<file path="src/rtl/siso_tx_ctrl.sv">
// Serialises parallel words MSB-first into a DW-deep left-shifting SISO register,
// then flushes DW zeros so every data bit reaches the register output.
module siso_tx_ctrl #(
   parameter int DW = 4,
   parameter int WW = 8
) (
   input  logic                          clk,
   input  logic                          rst,
   input  logic                          tick,
   input  logic [WW-1:0]                 in_data,
   input  logic                          in_valid,
   output logic                          in_ready,
   output logic                          shift_enb,
   output logic                          shift_inp,
   output logic                          out_vld,
   output logic [$clog2(WW+DW+1)-1:0]    bit_idx,
   output logic                          busy,
   output logic                          done,
   output logic [1:0]                    dbg_state
);

   localparam int BW = $clog2(WW+DW+1);
   localparam logic [BW-1:0] LAST_DATA  = BW'(WW-1);
   localparam logic [BW-1:0] LAST_SHIFT = BW'(WW+DW-1);
   localparam logic [BW-1:0] VLD_ON     = BW'(DW-1);

   // Handshake: a word transfers on a rising clk edge where in_valid && in_ready
   // (and rst is low); the producer holds in_data/in_valid stable until then.
   typedef enum logic [1:0] {IDLE = 2'd0, SHIFT = 2'd1, FLUSH = 2'd2} state_t;

   state_t          state_q, state_d;
   logic [WW-1:0]   hold_q, hold_d;
   logic [BW-1:0]   idx_q, idx_d;
   logic            done_q, done_d;
   logic            vld_q, vld_d;

   always_ff @(posedge clk) begin
      if (rst) begin
         state_q <= IDLE;
         hold_q  <= '0;
         idx_q   <= '0;
         done_q  <= 1'b0;
         vld_q   <= 1'b0;
      end else begin
         state_q <= state_d;
         hold_q  <= hold_d;
         idx_q   <= idx_d;
         done_q  <= done_d;
         vld_q   <= vld_d;
      end
   end

   // The hold register shifts left with each data shift, so its MSB is always the next bit.
   always_comb begin
      state_d   = state_q;
      hold_d    = hold_q;
      idx_d     = idx_q;
      done_d    = 1'b0;
      vld_d     = vld_q;
      in_ready  = 1'b0;
      shift_enb = 1'b0;
      shift_inp = 1'b0;
      case (state_q)
         IDLE: begin
            in_ready = 1'b1;
            if (in_valid) begin
               hold_d  = in_data;
               idx_d   = '0;
               state_d = SHIFT;
            end
         end
         SHIFT: begin
            shift_enb = tick;
            shift_inp = hold_q[WW-1];
            if (tick) begin
               hold_d = hold_q << 1;
               idx_d  = idx_q + 1'b1;
               if (idx_q == LAST_DATA) state_d = FLUSH;
            end
         end
         FLUSH: begin
            shift_enb = tick;
            if (tick) begin
               idx_d = idx_q + 1'b1;
               if (idx_q == LAST_SHIFT) begin
                  state_d = IDLE;
                  done_d  = 1'b1;
               end
            end
         end
         default: state_d = IDLE;
      endcase
      // Register output carries data from shift DW up to (not after) shift WW+DW.
      if (shift_enb) begin
         if (idx_q == VLD_ON)          vld_d = 1'b1;
         else if (idx_q == LAST_SHIFT) vld_d = 1'b0;
      end
   end

   assign busy      = (state_q != IDLE);
   assign bit_idx   = idx_q;
   assign done      = done_q;
   assign out_vld   = vld_q;
   assign dbg_state = state_q;

endmodule

</file>
<file path="config.mk">
export PLATFORM = sky130hd
export DESIGN_NAME = siso_tx_ctrl
export DESIGN_NICKNAME = d
export VERILOG_FILES = /design/src/rtl/siso_tx_ctrl.sv
export SDC_FILE = /design/constraint.sdc
export NUM_CORES = 1
export LEC_CHECK = 0
export CELL_PAD_IN_SITES_DETAIL_PLACEMENT = 0
export CELL_PAD_IN_SITES_GLOBAL_PLACEMENT = 2
export CORE_MARGIN = 2
export CORE_UTILIZATION = 30
export CTS_CLUSTER_SIZE = 12
export DETAILED_ROUTE_END_ITERATION = 10
export HOLD_SLACK_MARGIN = 0.1
export PLACE_DENSITY = 0.79
export SKIP_LAST_GASP = 1
export SYNTH_ARGS = -nofsm -noshare
export SYNTH_HDL_FRONTEND = slang
export SYNTH_SLANG_ARGS = --single-unit
</file>
<file path="constraint.sdc">
create_clock -name clk -period 4.47 [get_ports clk]
set_clock_uncertainty 0.05 [all_clocks]
set_input_delay 1.1175 -clock clk [delete_from_list [all_inputs] [get_ports clk]]
set_output_delay 1.1175 -clock clk [all_outputs]
set_load 0.02 [all_outputs]
</file>
==> metrics.md <==
| Metric | Value |
|---|---|
| Synth Cell Area | `883.3 um2` |
| Sw Pwr | `between 200 and 300 uW` |
| Syn Nets | `around 110` |
| Cell count after synthesis | `a little under 90` |
| Clock Path Buffers | `2` |
| R2R Path Start | `dbg_state[1]` |
| Fin Hold WS | `~450 ps` |
| Clk root buf | `clkbuf_4` |
| Routability cong. | `between 0.7 and 0.8` |
| Register-to-register setup slack | `2250 ps` |
| Logic gate share of total power | `between 50% and 60%` |
| Power share of the clock group | `12.2%` |
| Max frequency | `between 0.2 and 0.3 GHz` |
| WL/cell | `approximately 12 um` |
| Main flop type after synthesis | `dfxtp_1` |
| Area growth, synth to finish | `30.17%` |
| Top cells by area, synth | `dfxtp_1 (36%), mux2i_1 (12%), ha_1 (7.1%)` |
| Crit path time final | `approximately 3600 ps` |
| CTS sink cnt | `16` |
| HP Class | `reg -> reg` |
| Global Route Usage Sum | `a little over a tenth` |
| Placed Area | `about 1100 um2` |
| GR Layer Usage met1 | `~15%` |
| Post-CTS sizing | `0` |
| Final wirelength | `around 1700 um` |
| Core Area | `~2800 um2` |
| Crit path buf inv count | `2` |
| Global route overflow | `0` |
| Net count, final | `between 100 and 150` |
| Final critical-path share of the clock period | `80.82%` |
| Async S/R FF share, synth | `0%` |
| Layout cells sized above 1 | `around 11%` |
| Finished Cell Area | `between 1000 and 1500 um2` |
| Num CTS Buffers | `3` |
| PwrDens | `about 550 nW/um2` |
| Crit Reg-Reg Endpoint | `hold_q[0]` |
| EDFF count, synth | `0` |
| DIE WIDTH | `~58 um` |
| Worst vdd ir | `0.2678 mV` |
| Initial Util | `roughly a third` |
| Final setup violation count | `0` |
| Final HPWL DP | `between 1000 and 1500 um` |
| First-pass GRT wire length | `about 2800 um` |
| Initial detailed-routing violation count | `17` |
| Final-report max-slew violation count | `0` |
| Worst Path Max Fanout | `6` |
| Vias per cell | `roughly 4.8` |
| Final non-filler cell total | `between 100 and 150` |
| RSZ-0062 raised after global routing | `no` |
| Most frequent cell on the critical path | `clkdlybuf4s50_1` |
| Fin. Hold Viols | `0` |
| H-tree levels | `1` |
| DP Cell Count | `138` |
| Lkg Pwr | `~0.42 nW` |
| Yosys cell types | `33` |
| Crit end category | `primary output` |
| Layer with the highest usage | `met2` |
| Vias in the first global route | `just over 600` |
| Status | `completed` |
| Synth warn | `0` |
| Switching share of power | `between 40% and 50%` |
| Remaining DRCs | `0` |
| Die Ht | `58.27 um` |
| Crit path DAT | `~2400 ps` |
| Worst Hold Path Cells | `2` |
| Worst reg2reg path depth | `6` |
| Die footprint | `3395 um2` |
| Postcts setup bufs | `0` |
| Routed via count | `between 600 and 700` |
| Post-synth top area share | `36.26%` |
| Rows | `19` |
| Critical Path, Cell by Cell | `clkdlybuf4s50_1 -> and2_2 -> clkdlybuf4s50_1` |
| Worst path slowest cell | `clkdlybuf4s50_1` |
| Endpoint, Worst Hold | `hold_q[4]` |
| Maxcap violations | `0` |
| Largest stage delay, worst path | `between 500 and 600 ps` |
| Top delay family on crit path | `buffers and inverters` |
| CTS tree | `built` |
| Cell taking the most area after synthesis | `dfxtp_1` |
| Worst rel slew slack | `between 50% and 60%` |
| Flops & latches, synth | `16` |
| Critical path type | `in -> out` |
| Register area share after synthesis | `36.26%` |
| Largest net degree at the start of global routing | `18` |
| Sequential power share | `about 34%` |
| CTS Hold Buffers Added | `0` |
| Worst-Skew Late Latency | `roughly 290 ps` |
| ANT cells | `0` |
| Setup_tns | `0 ps` |
| DR pass1 iterations | `4` |
| Initial antenna violation count | `0` |
| Worst-Margin Slew | `between 700 and 800 ps` |
| WP data required | `between 3000 and 4000 ps` |
| GR Layer Usage met2 | `15.89%` |
| Met3 Usage GRT | `under 10%` |
| Number of top-level pins | `24` |
| Routed Antenna Nets | `0` |
| Buffers added on ports | `23` |
| Int Power | `376.9 uW` |
| Critical Path Start Type | `input pin` |
| Worst-path clk slew | `~90 ps` |
| Synthesized area per cell | `around 10 um2` |
| Hold_sp | `hold_q[4]` |
[worst register-to-register path, delay by kind of cell (launching register included)]
family | cells | cell delay [ps]
DFF | 1 | 340
buffers and inverters | 1 | 100
and+or+nand+nor | 3 | 730
adders and majority gates | 1 | 630
muxes | 1 | 250
[cell usage in the layout (no fill, tap or decap), types with 3 or more instances in the layout]
cell | netlist | final
clkdlybuf4s50_1 | 0 | 23
dfxtp_1 | 16 | 16
nor2_1 | 11 | 11
mux2i_1 | 11 | 11
nand2b_1 | 5 | 5
ha_1 | 5 | 5
a211oi_1 | 4 | 4
inv_1 | 3 | 3
a211oi_2 | 3 | 3
a21oi_1 | 3 | 3
clkbuf_4 | 0 | 3
[stage by stage]
stage,power [mW],setup slack [ps],util (%)
global route,0.6839,794.1,41.34
floorplan,0.4823,1972,-
global placement,0.5663,885.1,40.53
CTS,0.6498,866.5,41.34
detailed placement,0.5696,863.8,40.53
finish,0.6369,857.6,41.34
[metal layers]
metal  routed length [um]  part of all wire [%]
met5                    0                     0
met3                   75                   4.3
met4                   36                   2.1
met2                  781                    45
met1                  839                    48
[cells by family after synthesis]
logic type                 share of synthesized area (%)
xor gates and xnor gates                           1.983
and+or+nand+nor                                    21.81
buffers and inverters                              4.106
adders and majority gates                          7.082
DFF                                                36.26
AOI/OAI and AO/OA                                  16.29
muxes                                              12.47
[cells in the mapped netlist, types with 2 or more instances]
| cell type | instances |
|---|---|
| dfxtp_1 | 16 |
| o21ai_0 | 2 |
| xnor2_1 | 2 |
| a21oi_1 | 3 |
| and2b_4 | 2 |
| inv_1 | 3 |
| ha_1 | 5 |
| nand2b_1 | 5 |
| a211oi_2 | 3 |
| nor2_1 | 11 |
| a211oi_1 | 4 |
| mux2i_1 | 11 |
[how the worst max path moves through the flow]
stage / cells after the start / start / end
2_1_floorplan: 1 / tick / shift_enb
3_3_place_gp: 3 / tick / shift_enb
3_5_place_dp: 3 / tick / shift_enb
4_1_cts: 3 / tick / shift_enb
5_1_grt: 3 / tick / shift_enb
6_report: 3 / tick / shift_enb
[layout make-up]
cell class | count | area [um2]
inverters | 3 | 11.26
multi-input cells | 65 | 526.8
clock buffers | 3 | 22.52
well taps | 31 | 38.79
repair buffers | 23 | 230.2
fillers | 286 | 1632
flip-flops and latches | 16 | 320.3
[sequential cells by signal, indices dropped and copies added (netlist names)]
register	cells
out_vld	1
bit_idx	4
done	1
hold_q	8
dbg_state	2
[power groups by stage]
stage	Sequential (mW)	Clock (mW)	Combinational, mW
final	0.214	0.0779	0.345
after global routing	0.218	0.0870	0.379
after CTS	0.214	0.0825	0.353
after detailed placement	0.218	0	0.352
after global placement	0.217	0	0.350
after floorplan	0.222	0	0.261
(Power assumes the default switching activity.)
